$ cat src/rtl/mem_arbiter.sv
// mem_arbiter: two-port (instruction / data) arbiter in front of one shared
// memory request port. One transaction is in flight at a time. The request is
// registered onto mem_* and held there until mem_resp completes it.
// Optional build macro: MEM_ARB_RR_EN selects round-robin arbitration on
// contention. Without it, the data side has fixed priority.
module mem_arbiter (
    input  logic        clk,
    input  logic        rst,
    input  logic [31:0] i_addr,
    input  logic [3:0]  i_rmask,
    input  logic [3:0]  i_wmask,
    input  logic [31:0] i_wdata,
    output logic [31:0] i_rdata,
    output logic        i_resp,
    input  logic [31:0] d_addr,
    input  logic [3:0]  d_rmask,
    input  logic [3:0]  d_wmask,
    input  logic [31:0] d_wdata,
    output logic [31:0] d_rdata,
    output logic        d_resp,
    output logic [31:0] mem_addr,
    output logic [3:0]  mem_rmask,
    output logic [3:0]  mem_wmask,
    output logic [31:0] mem_wdata,
    input  logic [31:0] mem_rdata,
    input  logic        mem_resp
);

    typedef enum logic [1:0] {
        IDLE    = 2'd0,
        SERVE_I = 2'd1,
        SERVE_D = 2'd2
    } state_e;

    state_e      state_q, state_d;
    logic [31:0] addr_q, addr_d;
    logic [31:0] wdata_q, wdata_d;
    logic [3:0]  rmask_q, rmask_d;
    logic [3:0]  wmask_q, wmask_d;
    logic        i_pend, d_pend;
    logic        grant_to_d;
`ifdef MEM_ARB_RR_EN
    logic        last_was_d_q, last_was_d_d;
`endif

    // Pick the winner among pending requesters (only used in IDLE).
    always_comb begin
        i_pend = |(i_rmask | i_wmask);
        d_pend = |(d_rmask | d_wmask);
`ifdef MEM_ARB_RR_EN
        // On contention, the side that was not granted last wins.
        if (i_pend && d_pend) begin
            grant_to_d = ~last_was_d_q;
        end else begin
            grant_to_d = d_pend;
        end
`else
        grant_to_d = d_pend;
`endif
    end

    // Next state and the registered downstream request.
    always_comb begin
        state_d = state_q;
        addr_d  = addr_q;
        wdata_d = wdata_q;
        rmask_d = rmask_q;
        wmask_d = wmask_q;
`ifdef MEM_ARB_RR_EN
        last_was_d_d = last_was_d_q;
`endif
        case (state_q)
            IDLE: begin
                // mem_resp is ignored here; only a new request moves us on.
                if (i_pend || d_pend) begin
`ifdef MEM_ARB_RR_EN
                    last_was_d_d = grant_to_d;
`endif
                    if (grant_to_d) begin
                        state_d = SERVE_D;
                        addr_d  = d_addr;
                        wdata_d = d_wdata;
                        rmask_d = d_rmask;
                        wmask_d = d_wmask;
                    end else begin
                        state_d = SERVE_I;
                        addr_d  = i_addr;
                        wdata_d = i_wdata;
                        rmask_d = i_rmask;
                        wmask_d = i_wmask;
                    end
                end
            end
            SERVE_I, SERVE_D: begin
                // Requester inputs are not looked at; the request stays frozen.
                // Address and write data are kept, only the masks drop.
                if (mem_resp) begin
                    state_d = IDLE;
                    rmask_d = 4'h0;
                    wmask_d = 4'h0;
                end
            end
            default: begin
                state_d = IDLE;
                rmask_d = 4'h0;
                wmask_d = 4'h0;
            end
        endcase
    end

    // State and request registers.
    always_ff @(posedge clk) begin
        if (rst) begin
            state_q <= IDLE;
            addr_q  <= 32'h0;
            wdata_q <= 32'h0;
            rmask_q <= 4'h0;
            wmask_q <= 4'h0;
`ifdef MEM_ARB_RR_EN
            last_was_d_q <= 1'b0;
`endif
        end else begin
            state_q <= state_d;
            addr_q  <= addr_d;
            wdata_q <= wdata_d;
            rmask_q <= rmask_d;
            wmask_q <= wmask_d;
`ifdef MEM_ARB_RR_EN
            last_was_d_q <= last_was_d_d;
`endif
        end
    end

    // Completion steering: only the granted side sees resp and read data.
    // Gated by rst so an abandoned transaction never completes.
    always_comb begin
        i_resp  = 1'b0;
        d_resp  = 1'b0;
        i_rdata = 32'h0;
        d_rdata = 32'h0;
        if (!rst && mem_resp) begin
            if (state_q == SERVE_I) begin
                i_resp  = 1'b1;
                i_rdata = mem_rdata;
            end
            if (state_q == SERVE_D) begin
                d_resp  = 1'b1;
                d_rdata = mem_rdata;
            end
        end
    end

    assign mem_addr  = addr_q;
    assign mem_wdata = wdata_q;
    assign mem_rmask = rmask_q;
    assign mem_wmask = wmask_q;

endmodule

$ cat config.mk
export PLATFORM = sky130hd
export DESIGN_NAME = mem_arbiter
export DESIGN_NICKNAME = d
export VERILOG_FILES = /design/src/rtl/mem_arbiter.sv
export SDC_FILE = /design/constraint.sdc
export NUM_CORES = 1
export LEC_CHECK = 0
export BUFFER_PORTS_ARGS = -buffer_cell sky130_fd_sc_hd__buf_2
export CAP_MARGIN = 20
export CORE_AREA = 2 2 122 124
export CTS_CLUSTER_SIZE = 40
export DETAILED_ROUTE_END_ITERATION = 8
export DIE_AREA = 0 0 124 126
export GPL_TIMING_DRIVEN = 0
export SKIP_LAST_GASP = 1
export SLEW_MARGIN = 10
export SYNTH_ARGS = -nofsm -noshare
export SYNTH_HDL_FRONTEND = slang
export SYNTH_SLANG_ARGS = --single-unit
$ cat constraint.sdc
create_clock -name clk -period 4.4 [get_ports clk]
set_input_delay 0.44 -clock clk [delete_from_list [all_inputs] [get_ports clk]]
set_output_delay 0.44 -clock clk [all_outputs]
set_load 0.05 [all_outputs]
==> Word-level counts from Yosys, hierarchy flattened <==
Cells that the tools add are included.
{ "totals": {"ff_bits": 74, "latch_bits": 0, "ram_bits": 0, "mem_bits_ro": 0, "in_bits": 179, "output_inout_bits": 138, "word_cells": 41, "mem_count": 0} }
{ "op_classes": {"addsub": 0, "n_mul": 0, "div_mod_pow": 0, "order_cmp": 0, "n_eq_ne": 4, "n_shift": 0, "n_mux": 21, "bitwise_logic": 2, "n_reduce_logical": 9} }
{ "op_table": {"columns": ["operator", "count"], "rows": [
  ["two-way mux 32 bit", 6],
  ["two-way mux 4 bit", 5],
  ["case mux 4 bit (2 select lines)", 2],
  ["OR 4 bit", 2],
  ["OR reduction 4 bit", 2],
  ["two-way mux 2 bit", 3],
  ["two-way mux 1 bit", 4],
  ["!= test 2 bit (second input constant)", 2],
  ["case mux 2 bit (2 select lines)", 1],
  ["AND reduction 2 bit", 2],
  ["== test 2 x 1 -> 1 bit (second input constant)", 1],
  ["== test 2 bit (second input constant)", 1],
  ["logical NOT 2 bit", 1],
  ["OR reduction 2 bit", 1],
  ["logical AND 1 bit", 1],
  ["logical NOT 1 bit", 1],
  ["logical OR 1 bit", 1]
]} }

==> Depth between registers and ports, before layout <==
Gate-level depths: netlist of run 1.
{ "logic_depth": {"ltp_word": 5, "mapped_depth": 8, "ltp_nobuf": 6} }

==> Least setup slack after synthesis of run 1 <==
No wires, ideal clock.
{ "synth_timing": {"path_type": "input-to-output", "from": "input rst", "to": "output i_rdata[16]", "arrival_ps": 2015, "required_time_ps": 3960, "setup_slack_ps": 1945, "path_stages": 5, "path_buffers": 2, "cell_sequence": "clkbuf_1 > clkinv_1 > and3_1 > clkbuf_1 > and2_1"} }
{ "synth_via": {"elab_chain_len": 3} }
{ "synth_rtl": {"columns": ["element", "line", "rtl"], "rows": [
  ["start, declared", "8", "input logic rst,"],
  ["logical NOT 1 bit", "141", "if (!rst && mem_resp) begin"],
  ["logical AND 1 bit", "141", null],
  ["two-way mux 32 bit", "141", null],
  ["end, declared", "13", "output logic [31:0] i_rdata,"]
]} }
No other way between the ends.

==> Final worst setup path of run 1 <==
{ "layout_timing": {"from": "input rst", "to": "output i_rdata[17]"} }
The elaborated chain is that of the path after synthesis.

==> results.sh, run 1 <==
export IMPL_status="completed"
export IMPL_grt_pass1_wl_mm=21.10
export IMPL_fin_nets=946
export IMPL_area_growth_pct=53.87
export IMPL_synth_warnings=0
export IMPL_die_y_um=126
export IMPL_hold_depth=3
export IMPL_ctsHoldBuffers=0
export IMPL_fp_dieArea_um2=15620
export IMPL_die_x_um=124
export IMPL_htree_levels=3
export IMPL_hold_class="in2reg"
export IMPL_grt_max_degree=13
export IMPL_syn_nets=620
export IMPL_holdPathEnd="mem_addr[19]$_SDFFE_PP0P_"
export IMPL_hold_viol_final=0
export IMPL_initial_core_util_pct=27.91
export IMPL_vdd_drop_max_v=0.0002125
export IMPL_antenna_found_initial=0
export IMPL_skew_ps=10.05
export IMPL_dp_hpwl_mm=11.93
export IMPL_p_leak_nw=3.606
export IMPL_first_pass_iters=5
export IMPL_synth_cells=438
export IMPL_max_clock_path_buffers=2
export IMPL_ff2ff_setup_slack_ps=2450
export IMPL_holdWs_ps=450.8
export IMPL_dp_cells=937
export IMPL_instances_no_fill=953
export IMPL_grt_ovfl_total=0
export IMPL_clock_latency_ps=330
export IMPL_boundaryPins=317
export IMPL_rsz0062_at_grt="no"
export IMPL_worstMarginPinSlew_ps=964.9
export IMPL_reg2reg_to="mem_addr[23]$_SDFFE_PP0P_"
export IMPL_io_buffers=315
export IMPL_synth_area_um2=3995
export IMPL_place_area_um2=5802
export IMPL_postRouteAntennaNets=0
export IMPL_power_density_nw_per_um2=482.4
export IMPL_required_ps=3960
export IMPL_stdcell_area_um2=6147
export IMPL_clkTransAtPathRegs_ps=60
export IMPL_gp_congestion=0.7788
export IMPL_end_kind="primary output"
export IMPL_coreArea_um2=14310
export IMPL_syn_area_per_cell_um2=9.121
export IMPL_arrival_ps=1970
export IMPL_post_cts_buffers=0
export IMPL_post_route_period_util_pct=54.80
export IMPL_clock_sinks=74
export IMPL_diodes=0
export IMPL_utilization_pct=42.95
export IMPL_synth_edf_count=0
export IMPL_drt_iter0_markers=116
export IMPL_remaining_drc_errors=0
export IMPL_routed_wl_mm=14.58
export IMPL_num_rows=44
export IMPL_synth_seq_cells=74
export IMPL_r2r_start="state_q[1]$_SDFFE_PP0P_"
export IMPL_path_class="in2out"
export IMPL_ys_seq_area_share_pct=37.08
export IMPL_cts_resized=0
export IMPL_synth_cell_type_count=25
export IMPL_maxCapViolCount=0
export IMPL_tns_ps=0
export IMPL_routedWlPerCell_um=15.29
export IMPL_rr_worst_depth=8
export IMPL_numCtsBuffers=9
export IMPL_cp_max_fo=10
export IMPL_min_period_ps=2411
export IMPL_cts_tree="yes"
export IMPL_drv_slew=0
export IMPL_grt_pass1_vias=3997
export IMPL_min_delay_start="i_addr[19]"
export IMPL_ys_async_sr_fraction_pct=0
export IMPL_slew_headroom_pct=35.18
export IMPL_startpoint_type="primary input"
export IMPL_finalSetupViolations=0
export IMPL_num_vias=4378
export IMPL_vias_per_cell=4.594
export IMPL_root_buffer="clkbuf_16"
export IMPL_ys_flop_type="dfxtp_1"
export IMPL_grt_usage_pct=17.77
export IMPL_drive_gt1_share_pct=48.24
export IMPL_fmax_mhz=414.7
[registers in the layout (all words and copies together) (netlist names)]
| signal | count |
|---|---|
| mem_wdata | 32 |
| mem_addr | 32 |
| mem_wmask | 4 |
| mem_rmask | 4 |
| state_q | 2 |
[worst max-delay path, cell delays in order]
cell and delay, ps:
clkbuf_1 220, clkinv_1 290, and3_1 360, clkbuf_1 210, and2_1 220, buf_2 220
[cells in the mapped netlist, drive strengths merged, types with 2 or more instances]
master,n,share of area [%]
a211oi,64,15
a31oi,2,0.31
a32oi,8,1.8
a41o,8,2.0
and2,64,10
and3,2,0.31
buf,16,2.0
clkbuf,23,2.2
dfxtp,74,37
ha,3,0.94
inv,11,1.0
mux2i,64,16
nand2,10,0.94
nand4,8,1.3
nor2,69,6.5
nor3,2,0.25
nor4,4,1.4
[routing by layer]
metal	share of wire (%)	wire [um]	GRT usage, %
met1	39	5720	20.47
met2	52	7646	32.97
met3	7.4	1078	3.397
met4	0.89	130	4.825
met5	0	0	0
[worst max path at each step]
| stage | slack [ps] | startpoint | endpoint |
|---|---|---|---|
| finish | 1990 | rst | i_rdata[17] |
| global route | 1860 | rst | i_rdata[1] |
| CTS | 1960 | state_q[1]$_SDFFE_PP0P_ | i_rdata[17] |
| detailed placement | 1980 | rst | i_rdata[17] |
| global placement | 1960 | rst | i_rdata[17] |
| floorplan | 1950 | rst | i_rdata[16] |
[cell usage in the layout (no fill, tap or decap), types with 8 or more instances in the layout]
cell | netlist | final
a32oi_1 | 8 | 8
a211oi_2 | 24 | 24
inv_1 | 11 | 11
dfxtp_1 | 74 | 74
buf_2 | 16 | 331
nand4_1 | 8 | 8
a41o_1 | 8 | 8
a211oi_1 | 40 | 40
clkbuf_1 | 23 | 25
clkbuf_16 | 0 | 9
and2_1 | 64 | 64
mux2i_1 | 64 | 64
nand2_1 | 10 | 10
nor2_1 | 69 | 69
[final cells by class]
cell class,count,area (um^2)
Multi-Input combinational cell,313,2302
Inverter,12,45.04
Clock inverter,4,98.84
Clock buffer,12,246.5
Timing Repair Buffer,315,1577
Buffer,39,166.4
Fill cell,1506,8167
Tap cell,184,230.2
Sequential cell,74,1481
[stage by stage]
| stage | power [mW] | setup slack [ps] |
|---|---|---|
| after floorplan | 1.787 | 1945 |
| after global placement | 2.141 | 1964 |
| after detailed placement | 2.144 | 1979 |
| after CTS | 3.000 | 1965 |
| after global routing | 3.124 | 1860 |
| final | 2.965 | 1989 |
[power by group]
group / internal [mW] / switching, mW / leakage, nW / total [mW]
registers: 0.808 / 0.0677 / 0.616 / 0.875
logic: 0.324 / 0.923 / 2.82 / 1.25
clock network: 0.571 / 0.273 / 0.167 / 0.844
total: 1.70 / 1.26 / 3.61 / 2.97
[cells by family (layout without fill, tap and decap cells)]
family,after synthesis,count (layout),synth area share [%]
simple gates,161,161,21.01
compound gates,85,85,19.64
flops,74,74,37.08
mux,64,64,16.03
buf+inv,51,382,5.293
fa+ha+maj,3,3,0.9397
Note: power is estimated with default switching activity, not from simulation.
==> run 2: changes to the inputs <==
--- a/config.mk
+++ b/config.mk
@@ -5,13 +5,15 @@
 export SDC_FILE = /design/constraint.sdc
 export NUM_CORES = 1
 export LEC_CHECK = 0
+export ABC_AREA = 1
 export BUFFER_PORTS_ARGS = -buffer_cell sky130_fd_sc_hd__buf_2
 export CAP_MARGIN = 20
-export CORE_AREA = 2 2 122 124
+export CORE_AREA = 2 2 123 125
 export CTS_CLUSTER_SIZE = 40
 export DETAILED_ROUTE_END_ITERATION = 8
-export DIE_AREA = 0 0 124 126
+export DIE_AREA = 0 0 125 127
 export GPL_TIMING_DRIVEN = 0
+export PLACE_DENSITY = 0.66
 export SKIP_LAST_GASP = 1
 export SLEW_MARGIN = 10
 export SYNTH_ARGS = -nofsm -noshare
==> constraint.sdc (replaced) <==
create_clock -name clk -period 2 [get_ports clk]
set_input_delay 0.2 -clock clk [delete_from_list [all_inputs] [get_ports clk]]
set_output_delay 0.2 -clock clk [all_outputs]
set_load 0.05 [all_outputs]
==> results.sh, run 2 <==
export IMPL_status="completed"
export IMPL_hold_class="in2reg"
export IMPL_synth_warnings=0
export IMPL_synth_top_area_share_pct=32.73
export IMPL_antenna_found_initial=0
export IMPL_area_growth_pct=47.26
export IMPL_postRouteAntennaNets=0
export IMPL_routed_wl_mm=15.93
export IMPL_multi_input_area_um2=2325
export IMPL_skew_ps=4.541
export IMPL_slew_headroom_pct=49.29
export IMPL_wl_met3_mm=1.057
export IMPL_num_rows=44
export IMPL_maxCapViolCount=0
export IMPL_synth_area_um2=4527
export IMPL_tns_ps=0
export IMPL_ys_seq_area_share_pct=32.73
export IMPL_gp_congestion=0.9169
export IMPL_routed_top_layer="met4"
export IMPL_coreArea_um2=14420
export IMPL_arrival_ps=1660
export IMPL_drv_slew=0
export IMPL_root_buffer="clkbuf_16"
export IMPL_fillers=1615
export IMPL_ctsHoldBuffers=0
export IMPL_ys_top_cells_by_count="355 x nand2_1, 218 x nor2_1, 110 x inv_1"
export IMPL_drt_iter0_markers=266
export IMPL_vdd_drop_max_v=0.0004618
export IMPL_first_pass_iters=5
export IMPL_end_kind="primary output"
export IMPL_syn_area_per_cell_um2=5.454
export IMPL_grt_usage_pct=19.43
export IMPL_diodes=0
export IMPL_grt_pass1_wl_mm=24.84
export IMPL_path_class="reg2out"
export IMPL_utilization_pct=46.22
export IMPL_clkTransAtPathRegs_ps=50
export IMPL_min_period_ps=1858
export IMPL_clock_latency_ps=330
export IMPL_synth_most_common_cell="nand2_1"
export IMPL_required_ps=1800
export IMPL_synthMuxAreaShare_pct=0
export IMPL_synth_cell_type_count=16
export IMPL_clock_sinks=74
export IMPL_power_density_nw_per_um2=852.8
export IMPL_boundaryPins=317
export IMPL_p_total_mw=5.685
export IMPL_max_clock_path_buffers=2
export IMPL_synthSimpleGateAreaFrac_pct=50.03
export IMPL_setup_ws_ps=141.8
export IMPL_cp_max_fo=10
export IMPL_post_cts_buffers=0
export IMPL_initial_core_util_pct=31.38
export IMPL_syn_nets=1012
export IMPL_numCtsBuffers=9
export IMPL_finalSetupViolations=0
export IMPL_synth_top_family_by_area="simple AND/OR/NAND/NOR gates"
export IMPL_synth_compound_area_share_pct=0.3317
export IMPL_num_vias=5596
export IMPL_drive_gt1_share_pct=31.87
export IMPL_synth_fa_ha_area_share_pct=0.8292
export IMPL_regArea_um2=1481
export IMPL_worstMarginPinSlew_ps=755.6
export IMPL_cts_tree="yes"
export IMPL_synth_largest_area_cell="dfxtp_1"
export IMPL_ys_async_sr_fraction_pct=0
export IMPL_dp_hpwl_mm=12.78
export IMPL_final_cell_mix="353 x nand2_1, 314 x buf_2, 217 x nor2_1"
export IMPL_synth_edf_count=0
export IMPL_met1_length_mm=7.324
export IMPL_synth_cells=830
export IMPL_htree_levels=3
export IMPL_remaining_drc_errors=0
export IMPL_post_route_period_util_pct=92.91
export IMPL_synth_xor_area_share_pct=0
export IMPL_hold_viol_final=0
export IMPL_synthTopCellsByArea="dfxtp_1 33%, nand2_1 29%, nor2_1 18%, inv_1 9.1%, buf_6 3.0%"
export IMPL_synth_seq_cells=74
export IMPL_ys_flop_type="dfxtp_1"
export IMPL_die_x_um=125
export IMPL_final_common_cell="nand2_1"
export IMPL_grt_ovfl_total=0
export IMPL_startpoint_type="register"
export IMPL_rsz0062_at_grt="no"
export IMPL_grt_max_degree=12
export IMPL_dp_slack_ps=143.7
export IMPL_vias_per_cell=4.161
export IMPL_fmax_mhz=538.2
export IMPL_routedWlPerCell_um=11.84
export IMPL_met2_length_mm=7.330
export IMPL_fin_nets=1339
export IMPL_p_leak_nw=4.251
export IMPL_fp_dieArea_um2=15880
export IMPL_io_buffers=316
export IMPL_grt_pass1_vias=4991
export IMPL_holdWs_ps=76.13
export IMPL_die_y_um=127
==> run 2: changes by cell type after synthesis, sizes merged, moves of 13 or more <==
cell	previous run	this run
nor2	69	219
and2	64	0
nand2	10	357
buf	16	34
clkbuf	23	10
a211oi	64	0
nand3	0	19
inv	11	111
mux2i	64	0
==> run 2: repair_timing <==
action / in CTS / in global routing
endpoints found under the setup margin: 60 / 53
cloned: 0 / 0
resized for setup: 10 / 15
==> run 2: final timing paths <==
check | startpoint | to | slack (ps) | depth (start not counted)
worst max register to register | state_q[1]$_SDFFE_PP0P_ | mem_rmask[3]$_SDFFE_PP0P_ | 360 | 7
worst min-delay path | rst | state_q[1]$_SDFFE_PP0P_ | 80 | 2
worst max-delay path | state_q[0]$_SDFFE_PP0P_ | d_rdata[12] | 140 | 6
worst min register to register | mem_addr[3]$_SDFFE_PP0P_ | mem_addr[3]$_SDFFE_PP0P_ | 500 | 4
==> run 2: layout make-up <==
class	instances	area share (%)
clock inverters	2	0.5631
well taps	184	3.453
multi-input cells	601	34.87
clock buffers	13	3.754
flip-flops and latches	74	22.22
repair buffers	316	23.95
inverters	111	6.250
plain buffers	44	4.936
==> run 2: power breakdown <==
group	switching (mW)	total, mW	internal (mW)
Clock	0.596	1.59	0.994
Combinational	1.65	2.30	0.650
Sequential	0.100	1.80	1.70
==> run 2: through the flow <==
step           cell area, um^2  instances
6_report                  6666       1345
5_1_grt                   6666       1345
4_1_cts                   6644       1345
3_5_place_dp              6339       1330
3_3_place_gp              6339       1330
2_1_floorplan             4527        830
==> run 2: cells by family after synthesis <==
family          Yosys count
compound gates            3
fa+ha+maj                 3
buf+inv                 155
flops                    74
simple gates            595
==> run 2: critical path: stages (launching register included) <==
cell	delay, ps
dfxtp_1	310
inv_1	100
ha_1	180
nand2_2	120
buf_4	220
nor2_1	160
buf_4	230
==> run 2: metal layers <==
| layer | GRT usage [%] | vias up |
|---|---|---|
| met1 | 25.69 | 2360 |
| met4 | 4.771 | 0 |
| met3 | 5.151 | 15 |
| met2 | 31.78 | 195 |
| li1 | - | 3026 |
| met5 | 0 | - |
